## config.mk

```make
export PLATFORM = sky130hd
export DESIGN_NAME = seg_counter_display_flat
export DESIGN_NICKNAME = d
export VERILOG_FILES = /design/src/rtl/seg_counter_display_if.sv /design/src/rtl/seg_counter_display.sv /design/src/flat_wrapper.sv
export SDC_FILE = /design/constraint.sdc
export NUM_CORES = 1
export LEC_CHECK = 0
export CORE_ASPECT_RATIO = 0.7
export CORE_MARGIN = 2
export CORE_UTILIZATION = 45
export DETAILED_ROUTE_END_ITERATION = 6
export DONT_BUFFER_PORTS = 1
export GPL_TIMING_DRIVEN = 0
export PLACE_DENSITY = 0.66
export SETUP_SLACK_MARGIN = 0.15
export SYNTH_ARGS = -nofsm -noshare
export SYNTH_HDL_FRONTEND = slang
export SYNTH_SLANG_ARGS = --single-unit
```

## constraint.sdc

```tcl
create_clock -name clk -period 2.8 [get_ports clk]
set_input_delay 0.56 -clock clk [delete_from_list [all_inputs] [get_ports clk]]
set_output_delay 0.56 -clock clk [all_outputs]
set_load 0.02 [all_outputs]
```

## src/rtl/seg_counter_display_if.sv

```systemverilog
// Control/status bundle for seg_counter_display: count control in, BCD count and
// 7-segment scan outputs back to the controller.
interface seg_counter_display_if #(
   parameter int DIGITS = 6
);
   logic                  run;
   logic                  up;
   logic                  clr;
   logic                  load;
   logic [4*DIGITS-1:0]   load_val;
   logic [4*DIGITS-1:0]   bcd_out;
   logic                  carry;
   logic [DIGITS-1:0]     seg_sel;
   logic [7:0]            seg_data;

   modport master (
      output run, up, clr, load, load_val,
      input  bcd_out, carry, seg_sel, seg_data
   );

   modport slave (
      input  run, up, clr, load, load_val,
      output bcd_out, carry, seg_sel, seg_data
   );
endinterface

```

## src/rtl/seg_counter_display.sv

```systemverilog
// N-digit BCD up/down counter with prescaled tick, wrap flag and a multiplexed
// 7-segment scan driver with optional leading-zero blanking.
module seg_counter_display #(
   parameter int DIGITS         = 6,
   parameter int TICK_DIV       = 50_000_000,
   parameter int SCAN_DIV       = 50_000,
   parameter bit SEG_ACTIVE_LOW = 1'b1,
   parameter bit SEL_ACTIVE_LOW = 1'b1,
   parameter bit BLANK_LZ       = 1'b1
) (
   input  logic                 clk,
   input  logic                 rstn,
   seg_counter_display_if.slave bus
);

   localparam int PW = $clog2(TICK_DIV);
   localparam int SW = $clog2(SCAN_DIV);
   localparam int IW = (DIGITS > 1) ? $clog2(DIGITS) : 1;

   localparam logic [PW-1:0] PRESC_MAX = PW'(TICK_DIV - 1);
   localparam logic [SW-1:0] SCAN_MAX  = SW'(SCAN_DIV - 1);
   localparam logic [IW-1:0] IDX_MAX   = IW'(DIGITS - 1);

   localparam logic [DIGITS-1:0] SEL_OFF  = SEL_ACTIVE_LOW ? '1 : '0;
   localparam logic [7:0]        DATA_OFF = SEG_ACTIVE_LOW ? 8'hFF : 8'h00;

   logic [PW-1:0]         presc;
   logic                  tick;
   logic [4*DIGITS-1:0]   count;
   logic [4*DIGITS-1:0]   count_step;
   logic [4*DIGITS-1:0]   load_clamped;
   logic                  wrap;
   logic                  ripple;
   logic                  carry_r;

   logic [SW-1:0]         scan_cnt;
   logic [IW-1:0]         scan_idx;
   logic [DIGITS-1:0]     blank;
   logic                  lead_zero;
   logic [3:0]            cur_digit;
   logic                  cur_blank;
   logic [DIGITS-1:0]     sel_r;
   logic [7:0]            data_r;

   // Active-low segment codes {dp,g,f,e,d,c,b,a}, dp always off.
   function automatic logic [7:0] seg_code(input logic [3:0] d);
      case (d)
         4'd0:    seg_code = 8'hC0;
         4'd1:    seg_code = 8'hF9;
         4'd2:    seg_code = 8'hA4;
         4'd3:    seg_code = 8'hB0;
         4'd4:    seg_code = 8'h99;
         4'd5:    seg_code = 8'h92;
         4'd6:    seg_code = 8'h82;
         4'd7:    seg_code = 8'hF8;
         4'd8:    seg_code = 8'h80;
         4'd9:    seg_code = 8'h90;
         default: seg_code = 8'hFF;
      endcase
   endfunction

   assign tick = bus.run && (presc == PRESC_MAX);

   // Ripple increment/decrement across all digits in one cycle; wrap is the
   // carry/borrow falling out of the top digit.
   always_comb begin
      count_step = count;
      ripple     = 1'b1;
      for (int unsigned i = 0; i < DIGITS; i++) begin
         if (ripple) begin
            if (bus.up) begin
               if (count[4*i +: 4] == 4'd9) begin
                  count_step[4*i +: 4] = 4'd0;
               end else begin
                  count_step[4*i +: 4] = count[4*i +: 4] + 4'd1;
                  ripple               = 1'b0;
               end
            end else begin
               if (count[4*i +: 4] == 4'd0) begin
                  count_step[4*i +: 4] = 4'd9;
               end else begin
                  count_step[4*i +: 4] = count[4*i +: 4] - 4'd1;
                  ripple               = 1'b0;
               end
            end
         end
      end
      wrap = ripple;
   end

   always_comb begin
      load_clamped = '0;
      for (int unsigned i = 0; i < DIGITS; i++) begin
         load_clamped[4*i +: 4] = (bus.load_val[4*i +: 4] > 4'd9) ? 4'd9
                                                                : bus.load_val[4*i +: 4];
      end
   end

   always_ff @(posedge clk or negedge rstn) begin
      if (!rstn) begin
         presc   <= '0;
         count   <= '0;
         carry_r <= 1'b0;
      end else begin
         carry_r <= 1'b0;
         if (bus.clr) begin
            presc <= '0;
            count <= '0;
         end else begin
            if (bus.run) begin
               presc <= tick ? '0 : presc + 1'b1;
            end
            if (bus.load) begin
               count <= load_clamped;
            end else if (tick) begin
               count   <= count_step;
               carry_r <= wrap;
            end
         end
      end
   end

   // A digit is blanked when it and every digit above it are zero; digit 0 never is.
   always_comb begin
      blank     = '0;
      lead_zero = 1'b1;
      for (int unsigned k = 0; k + 1 < DIGITS; k++) begin
         lead_zero              = lead_zero && (count[4*(DIGITS-1-k) +: 4] == 4'd0);
         blank[DIGITS-1-k]      = BLANK_LZ && lead_zero;
      end
   end

   always_comb begin
      cur_digit = 4'd0;
      cur_blank = 1'b0;
      for (int unsigned i = 0; i < DIGITS; i++) begin
         if (IW'(i) == scan_idx) begin
            cur_digit = count[4*i +: 4];
            cur_blank = blank[i];
         end
      end
   end

   always_ff @(posedge clk or negedge rstn) begin
      if (!rstn) begin
         scan_cnt <= '0;
         scan_idx <= '0;
         sel_r    <= SEL_OFF;
         data_r   <= DATA_OFF;
      end else begin
         if (scan_cnt == SCAN_MAX) begin
            scan_cnt <= '0;
            scan_idx <= (scan_idx == IDX_MAX) ? '0 : scan_idx + 1'b1;
         end else begin
            scan_cnt <= scan_cnt + 1'b1;
         end
         sel_r  <= SEL_ACTIVE_LOW ? ~(DIGITS'(1) << scan_idx) : (DIGITS'(1) << scan_idx);
         data_r <= cur_blank ? DATA_OFF
                             : (SEG_ACTIVE_LOW ? seg_code(cur_digit) : ~seg_code(cur_digit));
      end
   end

   assign bus.bcd_out  = count;
   assign bus.carry    = carry_r;
   assign bus.seg_sel  = sel_r;
   assign bus.seg_data = data_r;

endmodule

```

## src/flat_wrapper.sv

```systemverilog
// flat-port wrapper written by rule: the top's interface ports become plain ports
module seg_counter_display_flat 
#(
   parameter int DIGITS         = 6,
   parameter int TICK_DIV       = 50_000_000,
   parameter int SCAN_DIV       = 50_000,
   parameter bit SEG_ACTIVE_LOW = 1'b1,
   parameter bit SEL_ACTIVE_LOW = 1'b1,
   parameter bit BLANK_LZ       = 1'b1
)
  (clk, rstn, bus_run, bus_up, bus_clr, bus_load, bus_load_val, bus_bcd_out, bus_carry, bus_seg_sel, bus_seg_data);
  seg_counter_display_if #(.DIGITS(DIGITS)) bus_i ();
  input  logic clk;
  input  logic rstn;
  input wire logic [$bits(bus_i.run)-1:0] bus_run;
  input wire logic [$bits(bus_i.up)-1:0] bus_up;
  input wire logic [$bits(bus_i.clr)-1:0] bus_clr;
  input wire logic [$bits(bus_i.load)-1:0] bus_load;
  input wire logic [$bits(bus_i.load_val)-1:0] bus_load_val;
  output wire logic [$bits(bus_i.bcd_out)-1:0] bus_bcd_out;
  output wire logic [$bits(bus_i.carry)-1:0] bus_carry;
  output wire logic [$bits(bus_i.seg_sel)-1:0] bus_seg_sel;
  output wire logic [$bits(bus_i.seg_data)-1:0] bus_seg_data;
  assign bus_i.run = bus_run;
  assign bus_i.up = bus_up;
  assign bus_i.clr = bus_clr;
  assign bus_i.load = bus_load;
  assign bus_i.load_val = bus_load_val;
  assign bus_bcd_out = bus_i.bcd_out;
  assign bus_carry = bus_i.carry;
  assign bus_seg_sel = bus_i.seg_sel;
  assign bus_seg_data = bus_i.seg_data;
  seg_counter_display #(.DIGITS(DIGITS), .TICK_DIV(TICK_DIV), .SCAN_DIV(SCAN_DIV), .SEG_ACTIVE_LOW(SEG_ACTIVE_LOW), .SEL_ACTIVE_LOW(SEL_ACTIVE_LOW), .BLANK_LZ(BLANK_LZ)) u_core (.clk(clk), .rstn(rstn), .bus(bus_i));
endmodule
```

# == Yosys cells after proc, flatten, opt, wreduce, memory -nomap -nowiden ==
# Memories as Yosys holds them, arrays and structs flattened.
# Cells that the tools add are included.
# op_classes
n_addsub,15
magnitude_cmp,6
n_eq_ne,14
shifts,1
n_mux,75
bitwise,1
n_reduce_logical,24
# ops
cell,n
4-bit 2-to-1 mux,35
26-bit 2-to-1 mux,3
24-bit 2-to-1 mux,3
1-bit 2-to-1 mux,31
26-bit by 1-bit adder with 26-bit output (second input constant),1
26-bit equality test (second input constant),1
4-bit by 1-bit adder with 4-bit output (second input constant),6
4-bit equality test (second input constant),6
4-bit greater-than comparator (second input constant),6
4-bit zero test,6
4-bit by 1-bit subtractor with 4-bit output (second input constant),6
3-bit nonzero test,6
16-bit by 1-bit adder with 16-bit output (second input constant),1
16-bit equality test (second input constant),1
16-bit 2-to-1 mux,1
2-bit AND reduction,5
8-bit 2-to-1 mux,1
2-bit by 3-bit equality test with 1-bit output (first input constant),2
3-bit equality test (first input constant),2
6-bit inverter,1
1-bit by 3-bit left shift with 6-bit output (first input constant),1
1-bit logical AND,5
3-bit by 1-bit adder with 3-bit output (second input constant),1
1-bit by 3-bit equality test with 1-bit output (first input constant),1
other kinds (4),4
# totals
ff_bits,84
romBits,112
out_inout_bits,39
word_cells,149
memories,1
# mem_list
memory,depth,word_bits,rd,rd_clocked_by_memory_dff,wr,line_no,source
(name not given),16,7,1,0,0,seg_counter_display.sv:47,case (d)

# == Logic depth before layout (Yosys ltp) ==
# Gate-level depths: netlist of run 1.
# depth
ltp_word,11
ltp_mapped,12
mapped_depth_nobuf,9

# == Worst setup path before layout of run 1 ==
# Ideal clock, no wire load.
# synth_timing
path_kind,register to register
from,register u_core.scan_idx[0]
to,register u_core.data_r[5] (netlist: u_core.bus.seg_data[5])
setup_time_ns,0.093
t_arrival_ns,2.655
path_slack_ns,0.052
stages_incl_launch_ff,13
path_buffers,3
synth_period_minus_slack_ns,2.748
path_cell_list,dfrtp_1 clkbuf_1 clkbuf_1 and2_1 ha_1 clkbuf_1 or2_2 a221oi_1 a311oi_1 inv_1 ha_1 nor3_1 o21ai_0
# synth_via
elab_chain_cells,9
elab_cells_between_ends,19
# synth_lines
element,line_no,source
"start, declared",seg_counter_display.sv:37,logic [IW-1:0] scan_idx;
"start signal, assigned",seg_counter_display.sv:153,scan_idx <= (scan_idx == IDX_MAX) ? '0 : scan_idx + 1'b1;
3-bit zero test,seg_counter_display.sv:137,if (IW'(i) == scan_idx) begin
4-bit 2-to-1 mux (6 in a row),seg_counter_display.sv:137,
memory 16 x 7 bit,-,
8-bit 2-to-1 mux (*),seg_counter_display.sv:158,data_r <= cur_blank ? DATA_OFF
"end signal, assigned",seg_counter_display.sv:158,
"end, declared",seg_counter_display.sv:43,logic [7:0] data_r;
# Every way passes the cells marked *; elsewhere a longest branch is shown, timed or not.
# A chain may end at the register's enable or synchronous reset.

# == Worst setup path in the final report of run 1 ==
# layout_timing
from,register u_core.presc[11]
to,register u_core.count[22] (netlist: u_core.bus.bcd_out[22])
# layout_via
elab_chain_cells,4
# layout_lines
element,line_no,source
"start, declared",seg_counter_display.sv:27,logic [PW-1:0] presc;
"start signal, assigned",seg_counter_display.sv:111,presc <= tick ? '0 : presc + 1'b1;
26-bit equality test,seg_counter_display.sv:62,assign tick = bus.run && (presc == PRESC_MAX);
1-bit logical AND,seg_counter_display.sv:62,
3-bit nonzero test (no source line),-,
2-bit AND reduction (no source line),-,
"end signal, assigned",seg_counter_display.sv:114,count <= load_clamped;
"end signal, assigned",seg_counter_display.sv:116,count <= count_step;
"end, declared",seg_counter_display.sv:29,logic [4*DIGITS-1:0] count;
# Every way passes these cells.

==> results of run 1 <==
==> cell families (layout without fill, tap and decap cells) <==
group,after synthesis,in the layout,synth area share [%]
AO/OA/AOI/OAI,149,149,18.1
multiplexers,19,19,3.72
other,1,1,0.0660
buffers and inverters,72,107,4.95
XOR/XNOR,40,40,6.16
AND/OR/NAND/NOR,265,265,25.3
flip-flops,83,83,36.8
adder cells (fa/ha/maj),22,22,4.84
==> worst paths after layout <==
check | cells after the start | endpoint | slack, ns | from
setup / recovery | 6 | u_core.bus.bcd_out[22]$_DFFE_PN0P_ | 0.14 | u_core.presc[11]$_DFFE_PN0P_
hold / removal | 0 | u_core.bus.seg_sel[4]$_DFF_PN1_ | 0.05 | rstn
setup reg to reg | 6 | u_core.bus.bcd_out[22]$_DFFE_PN0P_ | 0.14 | u_core.presc[11]$_DFFE_PN0P_
hold reg to reg | 1 | u_core.scan_cnt[0]$_DFF_PN0_ | 0.46 | u_core.scan_cnt[0]$_DFF_PN0_
max in group asynchronous | 1 | u_core.bus.bcd_out[4]$_DFFE_PN0P_ | 2.36 | rstn
min in group clk | 1 | u_core.bus.bcd_out[17]$_DFFE_PN0P_ | 0.32 | bus_load_val[19]
==> cells in the mapped netlist (all sizes together) (5+ instances only) <==
master / instances
xnor2: 11
o31ai: 5
nor2: 65
xor2: 29
and4: 6
inv: 32
mux2: 7
nand4: 14
a221oi: 7
dfrtp: 70
o21bai: 5
a21oi: 27
buf: 5
and3: 11
nand3b: 9
a21o: 5
or2: 5
a31oi: 9
clkbuf: 34
o21ai: 38
nand2b: 15
nor3: 11
a32oi: 6
nor2b: 11
and2: 7
nand3: 39
ha: 22
or3b: 5
or3: 5
nand2: 39
dfstp: 13
mux2i: 11
==> metal layers <==
layer | global-route usage (%) | vias to the layer above | wire, µm
met2 | 35.9 | 287 | 7160
met3 | 5.00 | 34 | 1650
met1 | 37.0 | 2564 | 7490
met5 | 0 | - | 0
li1 | - | 2416 | -
met4 | 7.77 | 0 | 344
==> power by group through the flow <==
stage	clock (mW)	combinational, mW	sequential, mW
2_1_floorplan	0	0.330	1.36
3_3_place_gp	0	0.415	1.39
3_5_place_dp	0	0.424	1.39
4_1_cts	1.22	0.482	1.37
5_1_grt	1.28	0.570	1.38
6_report	1.20	0.519	1.37
==> timing repair <==
item / 4_1_cts / 5_1_grt
pin swaps: 7 / 11
setup buffers: 13 / 4
endpoints found under the setup margin: 46 / 33
hold buffers: 1 / 0
gates cloned: 1 / 0
endpoints found under the hold margin: 70 / 0
gates resized for setup: 30 / 34
==> registers in the layout, indices dropped and copies added, names as in the netlist <==
name and cells:
u_core.scan_cnt 16, u_core.bus.carry 1, u_core.bus.bcd_out 24, u_core.presc 26, u_core.bus.seg_sel 6, u_core.bus.seg_data 7, u_core.scan_idx 3
==> cell type report <==
class / count / area share, %
Buffer: 39 / 2.80
Clock buffer: 12 / 3.75
Clock inverter: 4 / 0.780
Inverter: 33 / 1.92
Multi-Input combinational cell: 496 / 53.2
Sequential cell: 83 / 32.0
Tap cell: 162 / 3.08
Timing Repair Buffer: 19 / 2.51
==> metrics by stage <==
step                std cells  worst slack, ns  total power, mW  hold WS [ns]
detailed placement        813           -0.349             1.82         0.268
floorplan                 651            0.152             1.69         0.264
global placement          813           -0.359             1.81         0.268
CTS                       844           0.0941             3.08        0.0446
finish                    848            0.142             3.09        0.0524
global route              848           0.0824             3.23        0.0332
==> metrics, run 1 <==
Syn Nets 703; endpoints failing setup 0; fmax 376 MHz; post-synthesis register bit count 83; Detailed Routing Iterations Pass 1 5; Worst setup EP type flop; Starting DRT DRC Count 616; CP bufs+invs 1; Core Box Area 12400 µm²; DRC violations left 0; TritonCTS Sinks 83; routability congestion estimate 0.916; final antenna-violating net count 0; total congestion overflow 0; post-route cell area 6580 µm²; Slew HR 45.4%; slowest stage delay, CP 0.67 ns; Startpoint Class flop; CTS Buffer Depth 2; cell area after synthesis 5690 µm²; Fin. Hold Viols 0; Multi-input gate area 3500 µm²; Mapped Cells 651; Distinct cells, synth 80; Sequential Area 2100 µm²; GR Util All Layers 24.7%; starting density of the core 45.9%; Slew @ Worst Pin 0.812 ns; Clk pin slew, worst setup/hold paths 0.06 ns; Die Y 98.0 µm; diode count 0; vias in the first global route 4879; die area 13600 µm²; top cell type's share of synthesized area 30.8%; commonest non-fill, non-tap cells in the layout nor2_1, dfrtp_1, nand2_1, nand3_1, o21ai_0; nets 733; status complete, no violations; clock power share 38.8%; hpwl dp 12000 µm; CTS Root Cell clkbuf_16; share of layout cells above drive strength 1 17.2%; asr flop ratio synth 100%; Main synth FF type dfrtp_1; fillcell total 1106; Sw Pwr 0.914 mW; Gate power share 16.8%; Area Growth Syn to Fin 15.7%; Sequential Power Share 44.4%; Via density 6.25; number of CTS-inserted buffers 9; synthesized area per cell 8.73 µm²; Power Internal 2.18 mW; IO Count 69; H-tree depth 3; CTS tree built; Critical Path AT 2.91 ns; fin crit share 94.9%; dpl cell area 5900 µm²; PwrDens 470 nW/µm²; commonest non-fill, non-tap cell in the layout nor2_1; crit-path max FO 7; Hold Crit Class in2async; number of synthesized flops with an enable pin 0; DRT Wirelength 16600 µm; Worst VDD drop 326 µV; post-layout min period 2.66 ns; Slowest cell on crit path or4b_2; CP Class reg2reg; IO buf count 0; clk_lat worst skew 0.35 ns; Rows 34; Switching Share 29.5%; synth top area cells dfrtp_1, dfstp_2, ha_1, xor2_1, nor2_1; setup TNS 0 ns; Worst Skew 0.00749 ns; sequential-to-total area share from yosys stat 36.8%; wire length per cell 19.6 µm; Lkg Pwr 2.71 nW; RSZ-0062 raised after global routing yes; critical-path cell list or4b_2 -> nor4_2 -> and4bb_2 -> buf_6 -> a31oi_4 -> a221oi_2; Die X 138 µm; Final Slew Violations 0; global-route wire length before repair 26400 µm; YS warnings 0; initial antenna violation count 0; CP Data Required Time 3.05 ns; Via Count 5301; CP top delay family simple AND/OR/NAND/NOR gates; cell taking the most area after synthesis dfrtp_1; maxcap violations 0; final core occ 53.1%; largest net degree at the start of global routing 71
(Power assumes the default switching activity.)
==> run 2, diff against run 1 <==
--- a/config.mk
+++ b/config.mk
@@ -11,7 +11,7 @@
 export DETAILED_ROUTE_END_ITERATION = 6
 export DONT_BUFFER_PORTS = 1
 export GPL_TIMING_DRIVEN = 0
-export PLACE_DENSITY = 0.66
+export PLACE_DENSITY = 0.64
 export SETUP_SLACK_MARGIN = 0.15
 export SYNTH_ARGS = -nofsm -noshare
 export SYNTH_HDL_FRONTEND = slang
==> constraint.sdc (replaced) <==
create_clock -name clk -period 3.2 [get_ports clk]
set_input_delay 0.64 -clock clk [delete_from_list [all_inputs] [get_ports clk]]
set_output_delay 0.64 -clock clk [all_outputs]
set_load 0.02 [all_outputs]
==> run 2 against run 1 <==
- clock skew barely moved
- non-clock buffer count fell by 17
- critical path type unchanged
- maximum frequency fell by 10%
- final cell count fell by 2.0%
- global-route usage fell by 0.65 points
- largest power group unchanged
- design area fell by 5.0%
==> metrics, run 2 (synthesis results as in run 1) <==
status complete, no violations; Slew @ Worst Pin 0.783 ns; Sequential Area 2100 µm²; IO Count 69; fmax 338 MHz; endpoints failing setup 0; die area 13600 µm²; RSZ-0062 raised after global routing no; DRC violations left 0; clk_lat worst skew 0.34 ns; Largest Register u_core.presc; final antenna-violating net count 0; Finished Layout Cells 831; flip-flop count of the largest register after layout 26; global-route wire length before repair 26100 µm; Starting DRT DRC Count 551; Die X 138 µm; routability congestion estimate 0.906; Via Count 5084; flop2flop setup slack 0.24 ns; initial antenna violation count 0; number of CTS-inserted buffers 9; PwrDens 428 nW/µm²; starting density of the core 45.9%; Critical Path Sink u_core.bus.bcd_out[20]$_DFFE_PN0P_; setup TNS 0 ns; Placed Instances 813; Multi-input gate area 3320 µm²; Area Growth Syn to Fin 9.93%; Detailed Routing Iterations Pass 1 5; maxcap violations 0; Final Slew Violations 0; fin crit share 92.4%; CTS Buffer Depth 2; nets 716; IO buf count 0; vias in the first global route 4861; wire length per cell 19.4 µm; Critical path origin u_core.bus.bcd_out[8]$_DFFE_PN0P_; Via density 6.12; fillcell total 1144; Worst VDD drop 249 µV; Rows 34; Hold Crit Class in2async; Lkg Pwr 2.56 nW; Worst R2R End u_core.bus.bcd_out[20]$_DFFE_PN0P_; H-tree depth 3; Core Box Area 12400 µm²; CTS tree built; CP Data Required Time 3.43 ns; commonest non-fill, non-tap cells in the layout nor2_1, dfrtp_1, nand2_1, nand3_1, o21ai_0; Fin. Hold Viols 0; DRT Wirelength 16100 µm; TritonCTS Sinks 83; share of layout cells above drive strength 1 10.6%; GR Util All Layers 24.1%; Startpoint Class flop; Clk pin slew, worst setup/hold paths 0.07 ns; R2R cell count 9; largest net degree at the start of global routing 71; r2r startpoint u_core.bus.bcd_out[8]$_DFFE_PN0P_; Critical Path AT 3.19 ns; CP Class reg2reg; Worst setup EP type flop; Worst Skew 0.00755 ns; diode count 0; crit-path max FO 10; commonest non-fill, non-tap cell in the layout nor2_1; total congestion overflow 0; Die Y 98.0 µm; post-layout min period 2.96 ns; hpwl dp 11700 µm; Slew HR 47.4%; CTS Root Cell clkbuf_16
## run 2: changes by cell type in the layout (fill, tap and decap cells not counted), moves of 3 or more
cell | before | now
buf_2 | 3 | 0
ha_1 | 19 | 22
buf_4 | 15 | 2
a221oi_1 | 1 | 7
inv_1 | 27 | 32
a221oi_2 | 5 | 0
inv_2 | 4 | 0
## run 2: worst max-delay path, cell delays in order, from the launching register on
cell      delay [ns]
dfrtp_2         0.48
clkbuf_2        0.20
inv_1           0.08
ha_1            0.20
or4b_1          0.53
a221oi_1        0.39
and4bb_2        0.37
buf_6           0.17
nand2_1         0.07
o311a_1         0.36
## run 2: cell type report
class                   count  share of cell area, %
clock inverters             6                   1.16
plain buffers              38                   2.54
repair buffers              3                  0.641
flip-flops and latches     83                   33.6
multi-input cells         496                   53.2
clock buffers              10                   3.66
well taps                 162                   3.24
inverters                  33                   1.98
## run 2: metrics by stage
stage | worst slack (ns) | cell area, µm² | util, % | total power, mW | hold WS [ns]
2_1_floorplan | 0.452 | 5690 | - | 1.48 | 0.344
3_3_place_gp | -0.0431 | 5890 | 47.6 | 1.58 | 0.348
3_5_place_dp | -0.181 | 5890 | 47.6 | 1.59 | 0.348
4_1_cts | 0.179 | 6240 | 50.4 | 2.68 | 0.128
5_1_grt | 0.161 | 6250 | 50.5 | 2.78 | 0.119
6_report | 0.243 | 6250 | 50.5 | 2.67 | 0.134
## run 2: timing repair
item,CTS,global route
hold buffers,1,0
setup endpoints to repair,8,14
buffers inserted,1,0
resized for setup,3,11
endpoints found under the hold margin,70,0
## run 2: worst min path at each step
stage	start	end	slack (ns)
after floorplan	rstn	u_core.bus.bcd_out[0]$_DFFE_PN0P_	0.34
after global placement	rstn	u_core.scan_cnt[9]$_DFF_PN0_	0.35
after detailed placement	rstn	u_core.scan_cnt[7]$_DFF_PN0_	0.35
after CTS	rstn	u_core.bus.seg_sel[0]$_DFF_PN1_	0.13
after global routing	rstn	u_core.bus.seg_sel[3]$_DFF_PN1_	0.12
final	rstn	u_core.bus.seg_data[3]$_DFF_PN1_	0.13
## run 2: where the power goes
group	switching (mW)	total, mW	internal [mW]
combinational	0.242	0.402	0.160
clock	0.453	1.07	0.614
sequential	0.110	1.20	1.09
total	0.805	2.67	1.87
## run 2: per-layer routing
metal	up-vias	routed length [µm]	track usage (%)	part of all wire (%)
li1	2379	-	-	-
met1	2447	7820	36.3	48
met2	224	6570	33.9	41
met3	34	1390	5.93	8.6
met4	0	351	7.38	2.2
met5	-	0	0	0
